==> src/rtl/nzcv_pkg.sv <==
// Shared definitions for the NZCV condition unit: condition-code encoding,
// flag bit positions and statistics counter width.
package nzcv_pkg;

  // ARM-style 4-bit condition codes
  typedef enum logic [3:0] {
    COND_EQ = 4'b0000,
    COND_NE = 4'b0001,
    COND_CS = 4'b0010,
    COND_CC = 4'b0011,
    COND_MI = 4'b0100,
    COND_PL = 4'b0101,
    COND_VS = 4'b0110,
    COND_VC = 4'b0111,
    COND_HI = 4'b1000,
    COND_LS = 4'b1001,
    COND_GE = 4'b1010,
    COND_LT = 4'b1011,
    COND_GT = 4'b1100,
    COND_LE = 4'b1101,
    COND_AL = 4'b1110,
    COND_NV = 4'b1111
  } cond_e;

  // Bit positions inside a 4-bit NZCV vector
  localparam int FLAG_N = 3;
  localparam int FLAG_Z = 2;
  localparam int FLAG_C = 1;
  localparam int FLAG_V = 0;

  // Width of the optional executed/skipped op counters
  localparam int STATS_W = 16;

endpackage : nzcv_pkg

==> src/rtl/nzcv_cond_eval.sv <==
// Combinational condition-code evaluator: decides whether an op with
// condition i_cond executes given the current NZCV flags.
module nzcv_cond_eval
  import nzcv_pkg::*;
(
  input  logic [3:0] i_cond,
  input  logic [3:0] i_nzcv,
  output logic       o_pass
);

  logic n_flag;
  logic z_flag;
  logic c_flag;
  logic v_flag;
  cond_e cond;

  assign n_flag = i_nzcv[FLAG_N];
  assign z_flag = i_nzcv[FLAG_Z];
  assign c_flag = i_nzcv[FLAG_C];
  assign v_flag = i_nzcv[FLAG_V];
  assign cond   = cond_e'(i_cond);

  // Condition table lookup
  always_comb begin
    // NOTE: a default assignment before the case keeps this block free of
    // inferred latches even if an arm is later removed.
    o_pass = 1'b0;
    unique case (cond)
      COND_EQ: o_pass = z_flag;
      COND_NE: o_pass = !z_flag;
      COND_CS: o_pass = c_flag;
      COND_CC: o_pass = !c_flag;
      COND_MI: o_pass = n_flag;
      COND_PL: o_pass = !n_flag;
      COND_VS: o_pass = v_flag;
      COND_VC: o_pass = !v_flag;
      COND_HI: o_pass = c_flag && !z_flag;
      COND_LS: o_pass = !c_flag || z_flag;
      COND_GE: o_pass = (n_flag == v_flag);
      COND_LT: o_pass = (n_flag != v_flag);
      COND_GT: o_pass = !z_flag && (n_flag == v_flag);
      COND_LE: o_pass = z_flag || (n_flag != v_flag);
      COND_AL: o_pass = 1'b1;
      COND_NV: o_pass = 1'b0;
      default: o_pass = 1'b0;
    endcase
  end

endmodule : nzcv_cond_eval

==> src/rtl/nzcv_cond_unit.sv <==
// Architectural NZCV register plus a one-entry valid/ready output stage.
// Each accepted op is tagged with a write-enable (o_exec) computed from the
// flags as they stood before that op; flag-setting ops that execute update
// the register, and a direct MSR-style write overrides any op update.
// Optional macro NZCV_COND_STATS_EN adds saturating executed/skipped counters.
module nzcv_cond_unit
  import nzcv_pkg::*;
#(
  parameter int N = 32
) (
  input  logic         i_clk,
  input  logic         i_rst_n,
  input  logic         i_valid,
  output logic         o_ready,
  input  logic [3:0]   i_cond,
  input  logic         i_set_flags,
  input  logic [3:0]   i_nzcv,
  input  logic [N-1:0] i_result,
  input  logic         i_flags_we,
  input  logic [3:0]   i_flags_wdata,
  output logic         o_valid,
  input  logic         i_ready,
  output logic [N-1:0] o_result,
  output logic         o_exec,
  output logic [3:0]   o_flags
`ifdef NZCV_COND_STATS_EN
  ,
  output logic [STATS_W-1:0] o_exec_cnt,
  output logic [STATS_W-1:0] o_skip_cnt
`endif
);

  logic [3:0] flags_q;
  logic       pass;
  logic       accept;

  nzcv_cond_eval u_cond_eval (
    .i_cond (i_cond),
    .i_nzcv (flags_q),
    .o_pass (pass)
  );

  // Single output register: free when empty or being drained this cycle
  assign o_ready = !o_valid || i_ready;
  assign accept  = i_valid && o_ready;
  assign o_flags = flags_q;

  // Output stage: capture on accept, drop when drained with nothing new
  always_ff @(posedge i_clk or negedge i_rst_n) begin
    if (!i_rst_n) begin
      // NOTE: the result datapath is reset too, so a dropped in-flight op
      // leaves no stale data visible on o_result after reset.
      o_valid  <= 1'b0;
      o_exec   <= 1'b0;
      o_result <= '0;
    end else if (accept) begin
      // NOTE: non-blocking assignments let every register here sample the
      // pre-edge values, which is what makes pass see the old flags.
      o_valid  <= 1'b1;
      o_exec   <= pass;
      o_result <= i_result;
    end else if (i_ready) begin
      o_valid  <= 1'b0;
    end
  end

  // Architectural flag register: direct write has priority over op update
  always_ff @(posedge i_clk or negedge i_rst_n) begin
    if (!i_rst_n) begin
      flags_q <= 4'b0000;
    end else if (i_flags_we) begin
      flags_q <= i_flags_wdata;
    end else if (accept && pass && i_set_flags) begin
      flags_q <= i_nzcv;
    end
  end

`ifdef NZCV_COND_STATS_EN
  localparam logic [STATS_W-1:0] STATS_MAX = {STATS_W{1'b1}};

  // Saturating counters of executed and skipped accepted ops
  always_ff @(posedge i_clk or negedge i_rst_n) begin
    if (!i_rst_n) begin
      o_exec_cnt <= '0;
      o_skip_cnt <= '0;
    end else if (accept) begin
      if (pass) begin
        if (o_exec_cnt != STATS_MAX) o_exec_cnt <= o_exec_cnt + 1'b1;
      end else begin
        if (o_skip_cnt != STATS_MAX) o_skip_cnt <= o_skip_cnt + 1'b1;
      end
    end
  end
`endif

endmodule : nzcv_cond_unit

==> config.mk <==
export PLATFORM = sky130hd
export DESIGN_NAME = nzcv_cond_unit
export DESIGN_NICKNAME = d
export VERILOG_FILES = /design/src/rtl/nzcv_pkg.sv /design/src/rtl/nzcv_cond_eval.sv /design/src/rtl/nzcv_cond_unit.sv
export SDC_FILE = /design/constraint.sdc
export NUM_CORES = 1
export LEC_CHECK = 0
export ABC_AREA = 1
export CORE_ASPECT_RATIO = 0.8
export CORE_MARGIN = 1.5
export CORE_UTILIZATION = 42
export CTS_CLUSTER_SIZE = 12
export DETAILED_ROUTE_END_ITERATION = 10
export PLACE_DENSITY = 0.85
export SETUP_SLACK_MARGIN = 0.3
export SYNTH_ARGS = -nofsm -noshare
export SYNTH_HDL_FRONTEND = slang
export SYNTH_SLANG_ARGS = --single-unit
==> constraint.sdc <==
create_clock -name i_clk -period 3.1 [get_ports i_clk]
set_clock_uncertainty 0.05 [all_clocks]
set_input_delay 0.465 -clock i_clk [delete_from_list [all_inputs] [get_ports i_clk]]
set_output_delay 0.465 -clock i_clk [all_outputs]
set_load 0.01 [all_outputs]
==> results of run 1 <==
[worst max-delay path: cells and delay by family]
family,cells,cell delay (ps)
and+or+nand+nor,1,90
buffers and inverters,3,1030
[power breakdown]
part | internal (mW) | switching (mW) | total, mW | leakage (nW)
Combinational | 0.219 | 0.173 | 0.392 | 0.865
Clock | 0.237 | 0.169 | 0.405 | 0.0579
Sequential | 0.564 | 0.0438 | 0.607 | 0.466
[worst max-delay path by stage]
stage               from          to  slack [ps]  cells past startpoint
5_1_grt          i_ready     o_ready         920                      4
4_1_cts          i_ready     o_ready         990                      4
3_5_place_dp   i_cond[1]  o_flags[3]         920                     10
6_report         i_ready     o_ready        1000                      4
3_3_place_gp     i_ready     o_ready        1020                      4
2_1_floorplan  i_cond[1]  o_flags[0]        1590                     13
[flip-flops by register name, summed over array words and instances, names as in the netlist]
name	count
o_exec	1
o_flags	4
o_result	32
o_valid	1
[routing by layer]
layer	global-route usage, %	vias to the layer above	wire length, um
met1	23.94	739	1857
li1	-	856	-
met5	0	-	0
met2	36.99	59	2126
met3	6.577	8	302
met4	10.39	0	88
[cell usage in the layout (no fill, tap or decap)]
master,instances
nand2_4,1
nand2_1,141
clkinv_1,1
nand2_2,1
clkinv_2,2
o21ai_0,4
a22o_1,1
nor2_1,3
buf_4,2
dfrtp_1,38
or2_0,1
bufinv_16,1
clkdlybuf4s50_1,87
buf_2,1
nand3_1,10
nand3_4,1
a21oi_1,1
clkbuf_8,5
inv_2,2
inv_1,10
nor2_2,2
[layout make-up]
class / instances / share of cell area (%)
Timing Repair Buffer: 90 / 32.44
Clock buffer: 5 / 2.506
Inverter: 13 / 1.777
Multi-Input combinational cell: 166 / 24.69
Clock inverter: 3 / 1.458
Sequential cell: 38 / 34.62
Tap cell: 55 / 2.506
[through the flow]
step / std cells / hold slack (ps) / power, mW
global placement: 362 / 411.5 / 1.001
floorplan: 224 / 119.4 / 0.7646
global route: 370 / 267.6 / 1.487
finish: 370 / 207.7 / 1.405
CTS: 370 / 234.0 / 1.419
detailed placement: 362 / 414.6 / 1.010
[cell families (layout without fill, tap and decap cells)]
group | after synthesis | count (layout) | synth area share, %
AOI/OAI and AO/OA | 6 | 6 | 1.978
and+or+nand+nor | 160 | 160 | 37.73
buffers and inverters | 20 | 111 | 4.616
DFF | 38 | 38 | 55.68
==> summary.md, run 1 <==
| Metric | Value |
|---|---|
| Mean routed wirelength per cell | 11.82 um |
| Minimum clock period | 2102 ps |
| Total clock buffers created by CTS | 5 |
| Routed WL | around 4400 um |
| Post-route ant nets | 0 |
| Kind of critical path | in2out |
| CP cell instances | clkdlybuf4s50_1 > inv_1 > nand2_1 > clkdlybuf4s50_1 |
| Most common cell in the netlist | nand2_1 |
| Max Clock Freq | 0.4758 GHz |
| Outcome | finished clean |
| Core area | just under 0.004 mm^2 |
| Starting Density | between 40 and 50% |
| Setup total negative slack | 0 ps |
| Slowest stage delay, CP | between 500 and 600 ps |
| Layout cells sized above 1 | between 5 and 6% |
| Hold Buf Count CTS | 0 |
| R2R Setup Slk | 1560 ps |
| Capturing point of the worst reg2reg path | o_flags[1] |
| Leak Pwr | approximately 1.4 nW |
| H-tree depth | 2 |
| Fin util | 71.27% |
| CP arrival | 1590 ps |
| Max Cap Viol | 0 |
| Final hold viol count | 0 |
| Crit share post-route | 67.80% |
| # Post-CTS Setup Buffers | 0 |
| Largest fanout on the critical path | 3 |
| R2r startpoint | o_flags[0] |
| Synthesized area | about 0.0017 mm^2 |
| Vias per inst | ~4.5 |
| Syn_area_per_cell | 7.624 um^2 |
| Die X | about 74 um |
| Ys Warns | 0 |
| IO buf count | 88 |
| #FFs+latches synth | 38 |
| Initial antenna violation count | 0 |
| GPL Wtd Cong | 0.8795 |
| Measured slew at the worst slew-check pin | 796.9 ps |
| DRT iter0 DRCs | 86 |
| CTS tree | yes |
| Multi-input gate area | ~680 um^2 |
| Setup ws final | 998.2 ps |
| DP Wirelength | 3163 um |
| Synth top area cells | dfrtp_1, nand2_1, nand3_1 |
| Final setup vio count | 0 |
| Slew Limit Fails | 0 |
| CP most frequent cell | clkdlybuf4s50_1 |
| Floorplan row count | 20 |
| Synth cell types | 17 |
| Clock buffer depth | 2 |
| Diode count | 0 |
| Type of origin of the critical path | primary input |
| Gr ovfl total | 0 |
| Most frequent cells after synthesis | nand2_1, dfrtp_1, inv_1, nand3_1, clkbuf_1 |
| Die Y | 60.04 um |
| Worst Path Required | 2580 ps |
| Clock Pin Slew Worst Setup and Hold Paths | 70 ps |
| Worst slew margin | between 40% and 50% |
| Maximum vdd drop | 0.3362 mV |
| Ports | 89 |
| First-pass GRT wire length | 6962 um |
| Hold Path Class | in2async |
| Register area share after synthesis | a little under three fifths |
| Final nets | 364 |
| Placed cell areas | roughly 0.0026 mm^2 |
| Routed vias | 1662 |
| Layout area overhead | 60.81% |
| PD cells | ~500 mW/mm^2 |
| Die ar. | 0.004460 mm^2 |
| Clk_lat worst skew | between 200 and 300 ps |
| Area share of the largest cell type after synthesis | 55.68% |
| Mapped Cells | 224 |
| R2R cell count | 9 |
| Crit path capture type | primary output |
| Place WS | 919.8 ps |
| Async SR Flop Fraction | 100.0% |
| Syn_nets | 274 |
| Pre-antenna DRT Iters | 6 |
| All-layer global routing usage | a little over a fifth |
| Largest net degree at the start of global routing | 39 |
| Post-CTS Resized | 0 |
| Crit-path slowest cell | clkdlybuf4s50_1 |
| RSZ-0062 raised after global routing | no |
| Fill cells | between 300 and 400 |
| Final instance area | 0.002746 mm^2 |
| Dominant cell type by area after synthesis | dfrtp_1 |
| Drc violations | 0 |
| TritonCTS sink count | 38 |
| Post-synth top flop | dfrtp_1 |
| Vias in the first global route | approximately 1.6k |
| Seq. cell area | 950.9 um^2 |
| Clk root buf | clkbuf_8 |
| EDFF count, synth | 0 |
Note: power is estimated with default switching activity, not from simulation.
==> inputs of run 2 (changes only) <==
--- a/config.mk
+++ b/config.mk
@@ -8,10 +8,10 @@
 export ABC_AREA = 1
 export CORE_ASPECT_RATIO = 0.8
 export CORE_MARGIN = 1.5
-export CORE_UTILIZATION = 42
+export CORE_UTILIZATION = 39
 export CTS_CLUSTER_SIZE = 12
 export DETAILED_ROUTE_END_ITERATION = 10
-export PLACE_DENSITY = 0.85
+export PLACE_DENSITY = 0.79
 export SETUP_SLACK_MARGIN = 0.3
 export SYNTH_ARGS = -nofsm -noshare
 export SYNTH_HDL_FRONTEND = slang
==> constraint.sdc (replaced) <==
create_clock -name i_clk -period 1.96 [get_ports i_clk]
set_clock_uncertainty 0.05 [all_clocks]
set_input_delay 0.294 -clock i_clk [delete_from_list [all_inputs] [get_ports i_clk]]
set_output_delay 0.294 -clock i_clk [all_outputs]
set_load 0.01 [all_outputs]
==> summary.md, run 2 (synthesis results as in run 1) <==
| Metric | Value |
|---|---|
| CP arrival | 1250 ps (was 1590 ps) |
| Final hold viol count | 0 (unchanged) |
| Die ar. | 0.004788 mm^2 (was 0.004460 mm^2) |
| Type of origin of the critical path | flop (was primary input) |
| Crit-path slowest cell | clkdlybuf4s50_1 (unchanged) |
| Vias per inst | 4.477 (was 4.492) |
| Worst Path Required | 1620 ps (was 2580 ps) |
| Biggest register | o_result (unchanged) |
| Top cell family by delay on the critical path | buffers and inverters (unchanged) |
| Clock buffer depth | 2 (unchanged) |
| IO buf count | 88 (unchanged) |
| Post-route ant nets | 0 (unchanged) |
| Worst slew margin | 69.08% (was 46.88%) |
| Hold Path Class | in2async (unchanged) |
| Die Y | 62.19 um (was 60.04 um) |
| CP cell instances | clkdlybuf4s50_1 (was clkdlybuf4s50_1 > inv_1 > nand2_1 > clkdlybuf4s50_1) |
| Layout cells sized above 1 | 6.918% (was 5.714%) |
| Capturing point of the worst reg2reg path | o_flags[3] (was o_flags[1]) |
| Hold Buf Count CTS | 0 (unchanged) |
| Clk root buf | clkbuf_8 (unchanged) |
| CTS tree | yes (unchanged) |
| Kind of critical path | reg2out (was in2out) |
| Ports | 89 (unchanged) |
| Core area | 0.004204 mm^2 (was 0.003854 mm^2) |
| Largest net degree at the start of global routing | 39 (unchanged) |
| Commonest non-fill, non-tap cells in the layout | nand2_1, clkdlybuf4s50_1, dfrtp_1 (unchanged) |
| Floorplan row count | 21 (was 20) |
| Pre-antenna DRT Iters | 4 (was 6) |
| Mean routed wirelength per cell | 11.20 um (was 11.82 um) |
| Final nets | 367 (was 364) |
| Final setup vio count | 0 (unchanged) |
| RSZ-0062 raised after global routing | no (unchanged) |
| Gr ovfl total | 0 (unchanged) |
| All-layer global routing usage | 18.33% (was 21.33%) |
| Initial antenna violation count | 0 (unchanged) |
| PD cells | 772.1 mW/mm^2 (was 511.7 mW/mm^2) |
| Max Clock Freq | 0.6280 GHz |
| First-pass GRT wire length | 7003 um (was 6962 um) |
| Crit path capture type | primary output (unchanged) |
| Commonest non-fill, non-tap cell in the layout | nand2_1 (unchanged) |
| Design Power | 2.135 mW (was 1.405 mW) |
| Clk_lat worst skew | 280 ps (about the same) |
| R2r startpoint | o_flags[0] (unchanged) |
| Largest fanout on the critical path | 6 (was 3) |
| Routed vias | 1679 (was 1662) |
| R2R cell count | 12 (was 9) |
| CP bufs+invs | 1 (was 3) |
| Starting Density | 40.62% (was 44.32%) |
| Vias in the first global route | 1622 (was 1626) |
| Slowest stage delay, CP | 550 ps (about the same) |
| Routed WL | 4200 um (was 4375 um) |
| Crit share post-route | 81.24% |
| Max Cap Viol | 0 (unchanged) |
| Total clock buffers created by CTS | 5 (unchanged) |
| Layout area overhead | 61.90% (was 60.81%) |
| TritonCTS sink count | 38 (unchanged) |
| Slew Limit Fails | 0 (unchanged) |
| Measured slew at the worst slew-check pin | 463.7 ps (was 796.9 ps) |
| DRT iter0 DRCs | 75 (was 86) |
| Leak Pwr | 1.419 nW (was 1.389 nW) |
| Die X | 76.99 um (was 74.30 um) |
| Largest register FFs | 32 (unchanged) |
| GPL Wtd Cong | 0.8127 (was 0.8795) |
| Setup total negative slack | 0 ps (unchanged) |
| Clock Pin Slew Worst Setup and Hold Paths | 70 ps (about the same) |
| Drc violations | 0 (unchanged) |
| H-tree depth | 2 (unchanged) |
| Diode count | 0 (unchanged) |
| Minimum clock period | 1592 ps |
| Outcome | finished clean (unchanged) |
| Maximum vdd drop | 0.5819 mV (was 0.3362 mV) |
| R2R Setup Slk | 450 ps (was 1560 ps) |
| DP Wirelength | 2972 um (was 3163 um) |
==> run 2: report_power, final <==
group          internal, mW  switching [mW]  total (mW)  leakage, nW
clock                 0.283           0.268       0.551       0.0472
combinational         0.351           0.275       0.626        0.907
sequential            0.892          0.0667       0.959        0.465
total                  1.53           0.610        2.14         1.42
==> run 2: cell type report <==
type	count	area, um^2
fillers	363	1439
inverters	13	48.80
clock buffers	6	82.58
flip-flops and latches	38	952.2
clock inverters	2	12.51
multi-input cells	166	678.2
well taps	57	71.32
repair buffers	93	919.6
==> run 2: metrics by stage <==
stage / util (%) / worst slack (ps) / std cells / hold WS, ps / area (um^2)
detailed placement: 63.15 / 26.70 / 366 / 325.3 / 2655
global placement: 63.15 / 49.97 / 366 / 317.3 / 2655
CTS: 65.39 / 303.4 / 374 / 16.14 / 2749
global route: 65.77 / 310.6 / 375 / 29.89 / 2765
floorplan: - / 557.7 / 224 / -51.59 / 1708
finish: 65.77 / 367.6 / 375 / 2.598 / 2765
==> run 2: worst max-delay path by stage <==
| stage | start | end | cells past startpoint |
|---|---|---|---|
| 4_1_cts | o_flags[3] | o_flags[3] | 1 |
| 2_1_floorplan | o_flags[0] | o_flags[0] | 11 |
| 3_5_place_dp | i_cond[1] | o_flags[0] | 10 |
| 3_3_place_gp | i_cond[1] | o_flags[2] | 10 |
| 5_1_grt | o_flags[0] | o_flags[0] | 1 |
| 6_report | o_flags[3] | o_flags[3] | 1 |
==> run 2: per-layer routing <==
| metal | global-route usage, % | wire [um] | vias up |
|---|---|---|---|
| met5 | 0 | 0 | - |
| met1 | 21.50 | 1833 | 764 |
| li1 | - | - | 863 |
| met2 | 31.64 | 2024 | 47 |
| met3 | 6.471 | 301 | 5 |
| met4 | 5.455 | 41 | 0 |
==> run 2: repair_timing <==
| action | in CTS | in global routing |
|---|---|---|
| endpoints found under the setup margin | 1 | 6 |
| gates resized for setup | 1 | 4 |
| buffers inserted | 0 | 1 |
==> patch, RTL diff (settings of run 2) <==
The option `NZCV_COND_STATS_EN` is turned on by a define.
--- a/src/rtl/nzcv_cond_unit.sv
+++ b/src/rtl/nzcv_cond_unit.sv
@@ -4,4 +4,6 @@
 // the register, and a direct MSR-style write overrides any op update.
 // Optional macro NZCV_COND_STATS_EN adds saturating executed/skipped counters.
+`define NZCV_COND_STATS_EN
+
 module nzcv_cond_unit
   import nzcv_pkg::*;
Formal check against the unedited RTL (old outputs only; new: o_exec_cnt and o_skip_cnt): equivalent (equiv_simple and equiv_induct, registers matched by name and starting in step).
==> patch against run 2 <==
  * Final cell count rose by 99%
  * Sequential share of layout area is 4.0 points lower
  * Final area rose by 110%
  * Highest routed layer unchanged
  * Critical endpoint is now o_skip_cnt[11]$_DFFE_PN0P_
  * Sequential cell count is 32 higher
  * Synthesized area increased by 110%
  * Setup slack worse by 250 ps
  * Largest power group unchanged
  * Total power up 130%
  * Routed wire length grew 150%
  * Critical path type is now reg2reg
==> patch: results (changes against run 2) <==
| Metric | Value |
|---|---|
| Status | `finished clean` |
| Vias in the first global route | `3314 (+100%)` |
| Initial antenna violation count | `0 (unchanged)` |
| Top post-synthesis cells by area | `dfrtp_1 49%, nand2_1 22%, nand3_1 6.1%` |
| Synth top area share | `48.8% (-6.8 points)` |
| Layout cells sized above 1 | `18.4% (+11 points)` |
| Ant. Diodes | `0 (unchanged)` |
| Relative slew margins | `66.4% (-2.7 points)` |
| Placed Area | `5030 um2 (+90%)` |
| Worst vdd rail ir drop | `0.523 mV (-10%)` |
| Largest net degree at the start of global routing | `38 (-2.6%)` |
| Largest registers | `o_result: 32 flops, o_exec_cnt: 16 flops, o_skip_cnt: 16 flops` |
| H-tree lvl count | `3 (+1)` |
| CP delay by family, top | `simple AND/OR/NAND/NOR gates` |
| Initial DRC Count | `139 (+85%)` |
| Global-route wire length before repair | `15600 um (+120%)` |
| Static Leak | `2.99 nW (+110%)` |
| DRT Pass-1 Iters | `5 (+1)` |
| Sequential element share of the synthesized area | `48.8% (-6.8 points)` |
| Net Count, Synth | `520 (+90%)` |
| Avg WL per Cell | `13.8 um (+23%)` |
| Average vias per placed instance | `4.89 (+9.2%)` |
| Final RePlAce weighted congestion | `0.893 (+9.9%)` |
| CTS Buf Count | `9 (+4)` |
| Peak fanout along the critical path | `8 (+2)` |
| Sw power | `1.49 mW (+140%)` |
| Crit path DAT | `2050 ps (+800 ps)` |
| Synth Flop Type | `dfrtp_1` |
| Total global-route track usage | `20.4% (+2.1 points)` |
| Hold buffers post-CTS | `1 (+1)` |
| Post-synth cell types | `28 (+11)` |
| Most frequent cells after synthesis | `210 x nand2_1, 70 x dfrtp_1, 44 x nand3_1` |
| CTS root buffer | `clkbuf_16` |
| Clock Tree Buf Depth | `2 (unchanged)` |
| CP peak stage delay | `460 ps (-90 ps)` |
| Clock transition at path regs | `60 ps` |
| Clock latency on the worst-skew pair | `320 ps (+40 ps)` |
| # nets final | `678 (+85%)` |
| Ys Warns | `0 (unchanged)` |
| Post-CTS Resized | `38 (+37)` |
| Port bufs | `120 (+36%)` |
| Worst hold path type | `reg2reg` |
| Worst path slowest cell | `dfrtp_2` |
| Post-detail-place hpwl | `6680 um (+120%)` |
| Post-synth ARST share | `100% (unchanged)` |
| Antenna Nets Post-Route | `0 (unchanged)` |
| Post-CTS Setup Bufs | `11 (+11)` |
## patch: changes by cell type in the layout (fill, tap and decap cells not counted), moves of 15 or more
cell / run 2 / this run
dlymetal6s2s_1: 3 / 18
xnor2_1: 0 / 17
nand3_1: 10 / 31
buf_4: 5 / 31
dfrtp_1: 37 / 55
inv_1: 10 / 35
nand2_1: 141 / 194
## patch: tightest hold or removal path, delay by kind of cell (launching register included)
| family | cells | cell delay, ps |
|---|---|---|
| DFF | 1 | 340 |
| and+or+nand+nor | 2 | 100 |
## patch: metrics by stage
stage | worst slack, ps | hold slack, ps | cells | util, %
5_1_grt | -6.54 | 447 | 746 | 64.7
4_1_cts | 173 | 430 | 735 | 61.3
6_report | 120 | 428 | 746 | 64.7
2_1_floorplan | 112 | -51.6 | 468 | -
3_3_place_gp | -147 | 245 | 705 | 56.0
3_5_place_dp | -278 | 253 | 705 | 56.0
## patch: cell type report
class	instances	area [um2]
clock buffer	9	225
inverter	39	149
tap	115	144
clock inverter	7	72.6
sequential	70	1770
fill	714	3180
timing repair buffer	159	1640
multi-input combinational	347	1820
## patch: kinds of logic after synthesis
logic type	after synthesis	share of synthesized area [%]
compound gates	21	3.07
xor+xnor	28	6.84
fa+ha+maj	2	0.698
buf+inv	52	6.21
flops	70	48.8
simple gates	295	34.3
## patch: power groups by stage
stage / logic [mW] / registers (mW) / clock network, mW
global route: 1.59 / 1.87 / 1.71
detailed placement: 1.20 / 1.86 / 0
CTS: 1.28 / 1.84 / 1.65
global placement: 1.16 / 1.85 / 0
floorplan: 0.447 / 1.93 / 0
finish: 1.45 / 1.85 / 1.61
## patch: per-layer routing
metal  vias to the layer above  share of wire (%)  wire, um  global-route usage [%]
li1                       1785                  -         -                       -
met1                      1741                 44      4500                    26.8
met2                       109                 50      5180                    34.4
met3                        12                4.9       503                    4.79
met4                         0                1.0       107                    4.43
met5                         -                  0         0                       0
## patch: final timing paths
check                                    startpoint                         end  slack, ps  cells after the start
max in group asynchronous                   i_rst_n  o_exec_cnt[10]$_DFFE_PN0P_        860                      3
setup reg to reg             o_flags[0]$_DFFE_PN0P_  o_skip_cnt[11]$_DFFE_PN0P_        120                     13
setup / recovery             o_flags[0]$_DFFE_PN0P_  o_skip_cnt[11]$_DFFE_PN0P_        120                     13
hold reg to reg            o_result[20]$_DFFE_PN0P_    o_result[20]$_DFFE_PN0P_        430                      2
min in group asynchronous                   i_rst_n      o_flags[2]$_DFFE_PN0P_        440                      2
hold / removal             o_result[20]$_DFFE_PN0P_    o_result[20]$_DFFE_PN0P_        430                      2
